### src/rtl/seg7_scan_driver.sv
// seg7_scan_driver: latches a 4-digit 7-segment frame once per scan and
// time-multiplexes it onto a common-anode display, with an all-off blanking
// window at the start of every digit slot to suppress ghosting.
// Optional build macro SEG7_SCAN_DIM_EN adds a brightness input that PWMs the
// anode during the drive part of each slot.
module seg7_scan_driver #(
   parameter int unsigned DIVISOR      = 100000,
   parameter int unsigned BLANK_CYCLES = 1000
) (
   input  logic        clk,
   input  logic        rst_n,
   input  logic [27:0] frame,
`ifdef SEG7_SCAN_DIM_EN
   input  logic [3:0]  brightness,
`endif
   output logic [3:0]  an,
   output logic [6:0]  seg,
   output logic        dp,
   output logic        frame_sync
);

   localparam int unsigned TW = (DIVISOR > 1) ? $clog2(DIVISOR) : 1;
   localparam logic [TW-1:0] TICK_LAST = TW'(DIVISOR - 1);

   typedef enum logic {SLOT_BLANK, SLOT_DRIVE} slot_e;

   logic [TW-1:0] tick_cnt_q, tick_cnt_d;
   logic [1:0]    dig_q, dig_d;
   logic [27:0]   frame_q, frame_d;
   logic [3:0]    an_q, an_d;
   logic [6:0]    seg_q, seg_d;
   logic          dp_q, dp_d;
   logic          frame_sync_q, frame_sync_d;
   logic          tick_wrap;
   logic          latch_now;
   slot_e         slot_state;
   logic [6:0]    digit_pat;
`ifdef SEG7_SCAN_DIM_EN
   logic [3:0]    pwm_cnt_q, pwm_cnt_d;
`endif

   // Slot timing, digit advance and end-of-scan frame capture
   always_comb begin
      tick_wrap    = (tick_cnt_q == TICK_LAST);
      tick_cnt_d   = tick_wrap ? '0 : tick_cnt_q + 1'b1;
      dig_d        = tick_wrap ? dig_q + 2'd1 : dig_q;
      latch_now    = tick_wrap && (dig_q == 2'd3);
      frame_d      = latch_now ? frame : frame_q;
      frame_sync_d = latch_now;
      dp_d         = 1'b1;
`ifdef SEG7_SCAN_DIM_EN
      pwm_cnt_d    = pwm_cnt_q + 4'd1;
`endif
   end

   // Slot phase and next anode/segment drive from the current counter state
   always_comb begin
      // BLANK_CYCLES >= DIVISOR keeps every tick in the blank window
      slot_state = (32'(tick_cnt_q) < BLANK_CYCLES) ? SLOT_BLANK : SLOT_DRIVE;
`ifdef SEG7_SCAN_DIM_EN
      // Outside the PWM on-window the drive phase behaves exactly like blank
      if (pwm_cnt_q > brightness) begin
         slot_state = SLOT_BLANK;
      end
`endif
      case (dig_q)
         2'd0:    digit_pat = frame_q[6:0];
         2'd1:    digit_pat = frame_q[13:7];
         2'd2:    digit_pat = frame_q[20:14];
         default: digit_pat = frame_q[27:21];
      endcase
      an_d  = 4'b1111;
      seg_d = 7'h7F;
      if (slot_state == SLOT_DRIVE) begin
         // A blank digit still gets its anode; only the segments stay dark
         an_d  = ~(4'b0001 << dig_q);
         seg_d = ~digit_pat;
      end
   end

   // State and registered outputs, cleared asynchronously
   always_ff @(posedge clk or negedge rst_n) begin
      if (!rst_n) begin
         tick_cnt_q   <= '0;
         dig_q        <= 2'd0;
         frame_q      <= 28'd0;
         an_q         <= 4'b1111;
         seg_q        <= 7'h7F;
         dp_q         <= 1'b1;
         frame_sync_q <= 1'b0;
`ifdef SEG7_SCAN_DIM_EN
         pwm_cnt_q    <= 4'd0;
`endif
      end else begin
         tick_cnt_q   <= tick_cnt_d;
         dig_q        <= dig_d;
         frame_q      <= frame_d;
         an_q         <= an_d;
         seg_q        <= seg_d;
         dp_q         <= dp_d;
         frame_sync_q <= frame_sync_d;
`ifdef SEG7_SCAN_DIM_EN
         pwm_cnt_q    <= pwm_cnt_d;
`endif
      end
   end

   assign an         = an_q;
   assign seg        = seg_q;
   assign dp         = dp_q;
   assign frame_sync = frame_sync_q;

endmodule

### config.mk
export PLATFORM = sky130hd
export DESIGN_NAME = seg7_scan_driver
export DESIGN_NICKNAME = d
export VERILOG_FILES = /design/src/rtl/seg7_scan_driver.sv
export SDC_FILE = /design/constraint.sdc
export NUM_CORES = 1
export LEC_CHECK = 0
export ABC_CLOCK_PERIOD_IN_PS = 3000
export BUFFER_PORTS_ARGS = -buffer_cell sky130_fd_sc_hd__clkbuf_2
export CORE_MARGIN = 5
export CORE_UTILIZATION = 55
export CTS_CLUSTER_SIZE = 25
export DETAILED_ROUTE_END_ITERATION = 10
export PLACE_DENSITY = 0.78
export SYNTH_ARGS = -nofsm -noshare
export SYNTH_HDL_FRONTEND = slang
export SYNTH_SLANG_ARGS = --single-unit
### constraint.sdc
create_clock -name clk -period 3 [get_ports clk]
set_input_delay 0.6 -clock clk [delete_from_list [all_inputs] [get_ports clk]]
set_output_delay 0.6 -clock clk [all_outputs]
set_load 0.02 [all_outputs]
# Word-level counts from Yosys, hierarchy flattened
# Cells that the tools add are included.
# W data, S select, Z words.
# word_totals
register_bits	59
out_inout_bits	13
# classes
eq_ne	4
order_cmp	1
bitwise_logic	2
n_shift	1
add_sub_neg	2
n_mux	4
n_reduce_logical	2
# ops
cell	count
$pmux W7 S3	1
$add A17 B1 Y17 const B	1
$eq A17 B17 Y1 const B	1
$lt A17 B10 Y1 const B	1
$mux W17	1
$mux W7	1
$not A7 Y7	1
$eq A2 B2 Y1 const B	2
$mux W4	1
$not A4 Y4	1
$shl A1 B2 Y4 const A	1
$add A2 B1 Y2 const B	1
$eq A2 B1 Y1 const B	1
$logic_not A2 Y1	1
$logic_and A1 B1 Y1	1

# Depth between registers and ports, before layout
# Gate-level depths: netlist of the first run.
# logic_depth
depth_word	4
ltp_mapped	7
ltp_nobuf	5

# Worst setup path before layout of the first run
# Ideal clock, no wire load.
# synth_timing
path_kind	register -> register
from	register tick_cnt_q[0]
to	register frame_q[0]
setup_slack_ps	1195
t_required_ps	2875
path_stages_with_launch	8
t_arrival_ps	1680
synth_period_minus_slack_ps	1805
setup_time_ps	125
path_buffers	2
path_cell_list	dfrtp_1 > ha_1 > and4_4 > and4_1 > buf_6 > nand2_8 > buf_12 > mux2_4
# synth_between
elab_chain_cells	2
# synth_rtl
item	line_no	rtl
from (decl)	27	logic [TW-1:0] tick_cnt_q, tick_cnt_d;
from (signal assigned)	95	tick_cnt_q <= tick_cnt_d;
$eq A17 B17 Y1	44	tick_wrap = (tick_cnt_q == TICK_LAST);
$logic_and A1 B1 Y1	47	latch_now = tick_wrap && (dig_q == 2'd3);
to (signal assigned)	97	frame_q <= frame_d;
to (decl)	29	logic [27:0] frame_q, frame_d;
# Every way passes these cells.
# A chain may end at the register's enable or synchronous reset.

# Worst setup path after layout of the first run
# layout_timing
from	register tick_cnt_q[0]
to	register frame_q[6]
# The elaborated chain is that of the path after synthesis.

==> results of run 1 <==
report_power, final:
group,switching (W),total (W),leakage (nW),internal [W]
registers,0.0000120,0.000828,0.707,0.000816
clock network,0.000297,0.000788,0.111,0.000491
logic,0.0000290,0.0000698,0.647,0.0000409
path summary, 6_finish.rpt:
path,end,from,cells after the start,slack (ns)
max,frame_q[6],tick_cnt_q[0],5,0.90
max reg2reg,frame_q[6],tick_cnt_q[0],5,0.90
min in group clk,tick_cnt_q[0],tick_cnt_q[0],1,0.49
min,frame_q[25],rst_n,1,0.26
min reg2reg,tick_cnt_q[0],tick_cnt_q[0],1,0.49
max in group asynchronous,an[3],rst_n,2,2.08
cell families after synthesis:
| kind of cell | Yosys count | synth area share |
|---|---|---|
| compound gates | 24 | 0.0619 |
| xor+xnor | 12 | 0.0388 |
| fa+ha+maj | 6 | 0.0277 |
| buf+inv | 15 | 0.0402 |
| flops | 59 | 0.550 |
| mux | 28 | 0.144 |
| other cells | 1 | 0.00138 |
| simple gates | 64 | 0.136 |
layout make-up:
type                            instances  share of cell area
Inverter                                3             0.00357
Multi-Input combinational cell        135               0.352
Tap cell                               67              0.0266
Timing Repair Buffer                   44              0.0761
Clock inverter                          4              0.0234
Clock buffer                           12              0.0460
Sequential cell                        59               0.472
Yosys cell counts:
| cell | count | area share |
|---|---|---|
| clkbuf_2 | 1 | 0.0018 |
| and4b_1 | 1 | 0.0037 |
| or3_1 | 4 | 0.0092 |
| a222oi_1 | 7 | 0.026 |
| xnor2_1 | 9 | 0.029 |
| and3_1 | 3 | 0.0069 |
| conb_1 | 1 | 0.0014 |
| nor4b_1 | 1 | 0.0032 |
| and4bb_1 | 1 | 0.0046 |
| nand2_8 | 1 | 0.0074 |
| nor4_1 | 1 | 0.0023 |
| nand2_1 | 26 | 0.036 |
| clkbuf_1 | 5 | 0.0069 |
| and2b_2 | 1 | 0.0032 |
| nor3_1 | 4 | 0.0074 |
| a41o_1 | 1 | 0.0037 |
| ha_1 | 6 | 0.028 |
| nor2_1 | 6 | 0.0083 |
| o311ai_0 | 1 | 0.0032 |
| buf_12 | 2 | 0.015 |
| a311oi_1 | 1 | 0.0032 |
| nand4_1 | 4 | 0.0092 |
| mux2_4 | 20 | 0.11 |
| buf_4 | 3 | 0.0083 |
| xor2_1 | 3 | 0.0097 |
| a21oi_1 | 3 | 0.0055 |
| inv_1 | 3 | 0.0042 |
| nor4_4 | 1 | 0.0078 |
| dfstp_2 | 11 | 0.11 |
| o21ai_0 | 11 | 0.020 |
| buf_6 | 1 | 0.0042 |
| nand3_1 | 5 | 0.0092 |
| dfrtp_1 | 48 | 0.44 |
| and4_2 | 1 | 0.0037 |
| and4_4 | 1 | 0.0042 |
| mux2_2 | 8 | 0.033 |
| and4_1 | 3 | 0.0097 |
worst max-delay path, stage by stage (launching register included):
cell	delay, ns
dfrtp_1	0.38
ha_1	0.24
and4_4	0.26
and4_1	0.48
nand2_8	0.26
mux2_4	0.36
per-stage QoR:
| stage | instances | setup slack [ns] | util | instance area (um^2) |
|---|---|---|---|---|
| after detailed placement | 308 | 0.899 | 0.618 | 2940 |
| after global placement | 308 | 0.946 | 0.618 | 2940 |
| after global routing | 324 | 0.807 | 0.664 | 3160 |
| final | 324 | 0.900 | 0.664 | 3160 |
| after CTS | 324 | 0.899 | 0.664 | 3160 |
| after floorplan | 209 | 1.20 | - | 2710 |
per-layer routing:
metal | vias to the layer above | track usage
met3 | 6 | 0.0516
met2 | 53 | 0.273
met4 | 0 | 0.0912
li1 | 836 | -
met1 | 865 | 0.229
met5 | - | 0
flip-flops by register name (all words and copies together) (netlist names):
| register | cells |
|---|---|
| an | 4 |
| frame_q | 28 |
| frame_sync | 1 |
| dig_q | 2 |
| seg | 7 |
| tick_cnt_q | 17 |
==> results.ini, run 1 <==
[run_status]
outcome = finished clean

[layout]
regArea_mm2 = 0.00149
multi_input_area_mm2 = 0.00111
fill_cells = 389
area_growth_pct = 16.4
final_common_cell = dfrtp_1
nets = 288
layout_common_cells = 48 x dfrtp_1, 41 x clkbuf_2, 26 x nand2_1
drive_gt1_frac = 0.397
diodes = 0

[routing]
drt_first_pass_iters = 4
met3WireLength_um = 226
drt_iter0_drc = 171
met2_length_um = 2570
routedWlPerCell_um = 15.9
postRouteAntennaNets = 0
routed_wl_um = 5160
viasPerCell = 5.43
dr.max_layer_used = met4
met1_length_um = 2290
vias = 1760
drcViolationCount = 0

[floorplanning]
die_width_um = 80.2
io_pins = 43
fp.dieArea_mm2 = 0.00643
fp.dieH_um = 80.2
rows = 25
fp.coreArea_mm2 = 0.00475
start_util = 0.570

[pwr]
power_w = 0.00169
peakVddDrop_v = 0.000447
p_leak_nw = 1.46
p_per_area_mw_per_mm2 = 534

[place]
hpwl_um = 3660
numPortBuffers = 41
place.gp.congestion = 0.812

[timing]
skew_ns = 0.0126
clock.fmax_mhz = 476
rsz0062_at_grt = no
period_needed_ns = 2.10
slew_viol_final = 0
slew_headroom = 0.597
worst_pin_slew_ns = 0.600
finalHoldViolCount = 0
post-route-period-util = 0.700
fin_tns_setup_ns = 0
whs_ns = 0.261
setup_viol = 0

[grt]
track_usage = 0.178
grt_max_degree = 38
grt_overflow = 0
grt_pass1_vias = 1762
grt_antenna_before_repair = 0
grt_pass1_wl_um = 8450

[synth]
ys_types = 37
mappedNetlistNets = 245
syn_area_mm2 = 0.00271
avgSynthCellArea_um2 = 13.0
seq_area_frac_synth = 0.550
yosys_warnings = 0
yosys_register_bits = 59
syn_inst = 209

[cts]
cts.sinks = 59
clockBufferDepth = 2
cts_hold_buf = 0
clk_pin_slew_ns = 0.07
cts_resized = 0
clk_latency_ns = 0.33
cts_tree = built
post-cts-setup-buffers = 0
cts-root-buf = clkbuf_8
cts_inserted_buffers = 9
htreeDepth = 3

[worst_setup_path]
cp.required_ns = 3.22
crit_path_end_kind = flop
crit_type = reg2reg
cp_max_fo = 28
startpoint_type = flop
crit_arrival_ns = 2.32

[job]
drv_cap = 0

[hold_path]
hold_class = in2async

Power figures use the tool's default switching activity.
==> inputs of run 2 (changes only) <==
--- a/config.mk
+++ b/config.mk
@@ -5,13 +5,14 @@
 export SDC_FILE = /design/constraint.sdc
 export NUM_CORES = 1
 export LEC_CHECK = 0
-export ABC_CLOCK_PERIOD_IN_PS = 3000
+export ABC_AREA = 1
+export ABC_CLOCK_PERIOD_IN_PS = 2070
 export BUFFER_PORTS_ARGS = -buffer_cell sky130_fd_sc_hd__clkbuf_2
 export CORE_MARGIN = 5
 export CORE_UTILIZATION = 55
 export CTS_CLUSTER_SIZE = 25
 export DETAILED_ROUTE_END_ITERATION = 10
-export PLACE_DENSITY = 0.78
+export PLACE_DENSITY = 0.77
 export SYNTH_ARGS = -nofsm -noshare
 export SYNTH_HDL_FRONTEND = slang
 export SYNTH_SLANG_ARGS = --single-unit
==> constraint.sdc (replaced) <==
create_clock -name clk -period 2.07 [get_ports clk]
set_input_delay 0.414 -clock clk [delete_from_list [all_inputs] [get_ports clk]]
set_output_delay 0.414 -clock clk [all_outputs]
set_load 0.02 [all_outputs]
==> run 2 against run 1 <==
  * Final area rose by 7.2%
  * First-iteration DRC count rose by 22%
  * Cell count rose by 46%
  * Sequential share of layout area fell by 3.2 points
  * Global-route usage rose by 2.3 points
  * Fmax rose by 22%
  * Register-to-register slack got worse by 0.55 ns
  * Sequential cell count did not move
  * Synthesized cell count rose by 71%
  * Non-clock buffer count rose by 3
  * Power rose by 26%
==> results.ini, run 2 <==
[floorplanning]
start_util = 0.574
fp.dieH_um = 83.5
rows = 26
io_pins = 43
fp.dieArea_mm2 = 0.00697
die_width_um = 83.5
fp.coreArea_mm2 = 0.00517

[pwr]
power_frac_seq = 0.544
internal-power_w = 0.00164
peakVddDrop_v = 0.000481
p_leak_nw = 1.61
comb_power_share = 0.026
clkPwrFrac = 0.430
switching_share = 0.228
p_sw_w = 0.000484
p_per_area_mw_per_mm2 = 627

[layout]
fill_cells = 433
top_register = frame_q
drive_gt1_frac = 0.244
area_growth_pct = 13.9
layout_common_cells = 103 x nand2_1, 48 x dfrtp_1, 41 x clkbuf_2
diodes = 0
stdcell_area_mm2 = 0.00338
final_common_cell = nand2_1
fin_util = 0.654
stdcell_count = 472
nets = 433
largest_reg_flops = 28

[timing]
finalHoldViolCount = 0
skew_ns = 0.0152
period_needed_ns = 1.72
slew_viol_final = 0
fin_tns_setup_ns = 0
rsz0062_at_grt = no
setup_ws_ns = 0.353
post-route-period-util = 0.829
clock.fmax_mhz = 583
setup_viol = 0

[worst_setup_path]
rr_endpoint = frame_q[7]
crit_end = frame_q[7]
crit_type = reg2reg
cp.required_ns = 2.29
timing.critical_path.slowest_stage_cell = dfrtp_1
crit_arrival_ns = 1.94
crit_path_end_kind = flop
startpoint_type = flop
cp_max_fo = 21
cp_common_cell = nand2_1
worstRegToRegCells = 9
critPathLaunch = tick_cnt_q[0]
cp_cell_sequence = ha_1 > nand2_1 > nor2_4 > inv_2 > nor2_4 > nand3_2 > buf_12 > nand2_1 > nand2_1
reg2reg_slack_ns = 0.35
timing.rr.start = tick_cnt_q[0]
cpPeakStageDelay_ns = 0.40

[synth]
yosys_warnings = 0
synth_top_cell_by_area = dfrtp_1
ys_types = 25
synthFlopType = dfrtp_1
avgSynthCellArea_um2 = 8.32
async_flop_share = 1.00
netlist_top_cells_area = dfrtp_1 40%, nand2_1 13%, dfstp_2 9.7%, nand4_1 7.2%, nor2_1 4.9%
seq_area_frac_synth = 0.502
syn_inst = 357
synth_edf_count = 0
syn_area_mm2 = 0.00297
synth_common_cells = 103 x nand2_1, 48 x dfrtp_1, 39 x nor2_1
yosysMostFrequentCell = nand2_1
synth_top_area_frac = 0.404
yosys_register_bits = 59
mappedNetlistNets = 393

[cts]
cts_hold_buf = 0
cts_resized = 0
clk_latency_ns = 0.34
cts.sinks = 59
post-cts-setup-buffers = 0
htreeDepth = 3
cts_inserted_buffers = 9
clockBufferDepth = 2
cts-root-buf = clkbuf_8
clk_pin_slew_ns = 0.07
cts_tree = built

[place]
dpl_cell_area_mm2 = 0.00321
dp_worst_setup_slack_ns = 0.375
hpwl_um = 4590
numPortBuffers = 41
placedCellCount = 456
place.gp.congestion = 0.888

[grt]
grt_overflow = 0
grt_pass1_wl_um = 11300
grt_pass1_vias = 2346
grt_max_degree = 60
track_usage = 0.201
grt_antenna_before_repair = 0

[routing]
drcViolationCount = 0
drt_iter0_drc = 209
routed_wl_um = 6580
routedWlPerCell_um = 13.9
viasPerCell = 5.22
postRouteAntennaNets = 0
vias = 2464
drt_first_pass_iters = 4

[job]
drv_cap = 0

[run_status]
outcome = finished clean

[hold_path]
hold_class = in2async

run 2: cell count changes after synthesis, sizes merged, moves of 7 or more:
cell,change
nand4,+30
buf,+7
nand3,+21
inv,+25
nand2,+87
or2,+7
xnor2,-9
mux2,-28
nor2,+36
o21ai,-9
a222oi,-7
a21oi,+7
run 2: critical path: cells and delay by family, from the launching register on:
| family | cells | cell delay (ns) |
|---|---|---|
| adders and majority gates | 1 | 0.19 |
| buffers and inverters | 2 | 0.31 |
| DFF | 1 | 0.40 |
| and+or+nand+nor | 6 | 0.72 |
run 2: cells by family (layout without fill, tap and decap cells):
kind of cell / after synthesis / in the layout / share of synthesized area
AND/OR/NAND/NOR: 224 / 224 / 0.349
flip-flops: 59 / 59 / 0.502
buffers and inverters: 46 / 91 / 0.0767
AO/OA/AOI/OAI: 14 / 14 / 0.0253
XOR/XNOR: 7 / 7 / 0.0206
adder cells (fa/ha/maj): 6 / 6 / 0.0253
other: 1 / 1 / 0.00126
run 2: worst min-delay path by stage:
stage / start / to / slack, ns / cells past startpoint
6_report: rst_n / tick_cnt_q[12] / 0.08 / 2
3_5_place_dp: rst_n / tick_cnt_q[13] / 0.44 / 2
3_3_place_gp: rst_n / tick_cnt_q[13] / 0.44 / 2
4_1_cts: rst_n / frame_q[17] / 0.08 / 2
5_1_grt: rst_n / tick_cnt_q[2] / 0.09 / 2
2_1_floorplan: rst_n / dig_q[0] / 0.12 / 0
run 2: metrics by stage:
step | power (W) | hold slack (ns)
after global routing | 0.00220 | 0.0911
after CTS | 0.00213 | 0.0833
after global placement | 0.00123 | 0.442
after detailed placement | 0.00123 | 0.443
final | 0.00212 | 0.0773
after floorplan | 0.00118 | 0.118
run 2: routing by layer:
layer | track usage | up-vias | part of all wire | wire (um)
li1 | - | 1228 | - | -
met1 | 0.297 | 1135 | 0.48 | 3160
met2 | 0.288 | 91 | 0.44 | 2870
met3 | 0.0474 | 10 | 0.071 | 465
met4 | 0.0687 | 0 | 0.013 | 88
met5 | 0 | - | 0 | 0
run 2: cell type report:
class / instances / area [um^2] / area share
Inverter: 28 / 105 / 0.0311
Clock inverter: 5 / 30.0 / 0.00888
Timing Repair Buffer: 47 / 275 / 0.0814
Multi-Input combinational cell: 252 / 1250 / 0.370
Sequential cell: 59 / 1490 / 0.441
Clock buffer: 11 / 141 / 0.0418
Tap cell: 70 / 87.6 / 0.0259
run 2: power groups by stage:
stage / clock [W] / sequential [W] / combinational (W)
final: 0.000913 / 0.00115 / 0.0000541
after global routing: 0.000987 / 0.00115 / 0.0000629
after floorplan: 0 / 0.00117 / 0.00000302
after CTS: 0.000923 / 0.00115 / 0.0000556
after detailed placement: 0 / 0.00117 / 0.0000552
after global placement: 0 / 0.00117 / 0.0000547
==> inputs of run 3 (changes only) <==
==> config.mk (replaced) <==
export PLATFORM = sky130hd
export DESIGN_NAME = seg7_scan_driver
export DESIGN_NICKNAME = d
export VERILOG_FILES = /design/src/rtl/seg7_scan_driver.sv
export SDC_FILE = /design/constraint.sdc
export NUM_CORES = 1
export LEC_CHECK = 0
export ABC_AREA = 0
export ABC_CLOCK_PERIOD_IN_PS = 1750
export BUFFER_PORTS_ARGS = -buffer_cell sky130_fd_sc_hd__clkbuf_2
export CORE_MARGIN = 5
export CORE_UTILIZATION = 55
export CTS_CLUSTER_SIZE = 25
export DETAILED_ROUTE_END_ITERATION = 10
export PLACE_DENSITY = 0.78
export SYNTH_ARGS = -nofsm -noshare
export SYNTH_HDL_FRONTEND = slang
export SYNTH_SLANG_ARGS = --single-unit
==> constraint.sdc (replaced) <==
create_clock -name clk -period 1.75 [get_ports clk]
set_input_delay 0.35 -clock clk [delete_from_list [all_inputs] [get_ports clk]]
set_output_delay 0.35 -clock clk [all_outputs]
set_load 0.02 [all_outputs]
==> run 3 against run 2 <==
  * The flow now finishes with violations (hold timing)
  * Sequential cell count unchanged
  * Combinational power up 120%
  * Sequential share of layout area up 0.46 points
  * Clock power up 49%
  * Critical path type unchanged
  * Highest routed layer unchanged
==> results.ini, run 3 (synthesis results as in run 1) <==
[layout]
stdcell_area_mm2 = 0.00335
largest_reg_flops = 28
nets = 311
drive_gt1_frac = 0.454
layout_common_cells = 48 x dfrtp_1, 41 x clkbuf_2, 26 x nand2_1
diodes = 0
area_growth_pct = 23.5
fin_util = 0.704
fill_cells = 362
top_register = frame_q
multi_input_area_mm2 = 0.00114
regArea_mm2 = 0.00149
final_common_cell = dfrtp_1

[cts]
cts.sinks = 59
cts_hold_buf = 0
cts_tree = built
cts-root-buf = clkbuf_8
post-cts-setup-buffers = 0
cts_inserted_buffers = 9
clk_latency_ns = 0.34
clockBufferDepth = 2
clk_pin_slew_ns = 0.06
htreeDepth = 3

[floorplanning]
io_pins = 43
die_width_um = 80.2
rows = 25
fp.coreArea_mm2 = 0.00475
start_util = 0.570
fp.dieH_um = 80.2
fp.dieArea_mm2 = 0.00643

[run_status]
outcome = complete, but fails checks
violations = hold timing

[worst_setup_path]
critPathBufInv = 0
cp_cell_sequence = nor4_4 > and4_4 > nand2_8 > mux2_4
reg2reg_slack_ns = 0.05
crit_type = reg2reg
timing.rr.start = tick_cnt_q[14]
timing.critical_path.slowest_stage_cell = dfrtp_1
crit_arrival_ns = 1.91
critPathLaunch = tick_cnt_q[14]
cp_max_fo = 14
critPathTopFamily = simple AND/OR/NAND/NOR gates
startpoint_type = flop
crit_path_end_kind = flop
cpPeakStageDelay_ns = 0.40
cp.required_ns = 1.97

[place]
dpl_cell_area_mm2 = 0.00310
numPortBuffers = 41
hpwl_um = 3890
place.gp.congestion = 0.880

[timing]
whs_ns = -0.00543
setup_viol = 0
finalHoldViolCount = 3
post-route-period-util = 0.969
rsz0062_at_grt = yes
period_needed_ns = 1.70
clock.fmax_mhz = 589
skew_ns = 0.0101
slew_viol_final = 0

[grt]
busiest_layer = met2
grt_overflow = 0
grt_pass1_wl_um = 8980
track_usage = 0.189
grt_pass1_vias = 1955
use_met3 = 0.0706
grt_max_degree = 60
gr-usage-met1 = 0.225
grt_antenna_before_repair = 0
use_met2 = 0.305

[routing]
vias = 1859
drt_iter0_drc = 156
routed_wl_um = 5450
viasPerCell = 5.36
drcViolationCount = 0
postRouteAntennaNets = 0
drt_first_pass_iters = 4
routedWlPerCell_um = 15.7

[pwr]
p_leak_nw = 1.57
p_per_area_mw_per_mm2 = 866
peakVddDrop_v = 0.000522

[hold_path]
hold_class = in2async

[job]
drv_cap = 0

==> run 3: per-layer routing <==
metal | vias to the layer above | wire, um
li1 | 883 | -
met1 | 919 | 2240
met2 | 47 | 2790
met3 | 10 | 314
met4 | 0 | 99
met5 | - | 0
==> run 3: final cells by class <==
cell class,instances,share of cell area
Clock buffer,12,0.0434
Multi-Input combinational cell,136,0.339
Clock inverter,4,0.0224
Inverter,3,0.00336
Tap cell,67,0.0250
Timing Repair Buffer,66,0.121
Sequential cell,59,0.445
==> run 3: worst register-to-register path, stage by stage, from the launching register on <==
cell and delay, ns:
dfrtp_1 0.40, nor4_4 0.32, and4_4 0.36, nand2_8 0.14
mux2_4 0.35
==> run 3: stage by stage <==
stage	power (W)	TNS (ns)	hold WS, ns	setup slack [ns]	std cells
finish	0.00290	0	-0.00543	0.0535	347
global route	0.00302	-0.00182	0.0147	-0.00182	347
CTS	0.00292	0	0.00371	0.0290	346
detailed placement	0.00157	-0.804	0.376	-0.0401	330
global placement	0.00156	0	0.373	0.0267	330
floorplan	0.00149	-0.462	0.0544	-0.0231	209
==> run 3: power breakdown <==
part	leakage, nW	switching, W	internal [W]
clock network	0.103	0.000519	0.000841
logic	0.759	0.0000500	0.0000704
registers	0.707	0.0000204	0.00140
==> run 3: worst paths after layout <==
check / cells after the start / end
max: 4 / frame_q[15]
min: 2 / tick_cnt_q[4]
max reg2reg: 4 / frame_q[15]
min reg2reg: 3 / seg[4]
max in group asynchronous: 2 / seg[6]
min in group clk: 2 / frame_q[9]
==> run 3: what timing repair did <==
action | in CTS | in global routing
pin swaps | 0 | 1
gates resized for setup | 2 | 1
cloned | 0 | 1
setup endpoints to repair | 28 | 20
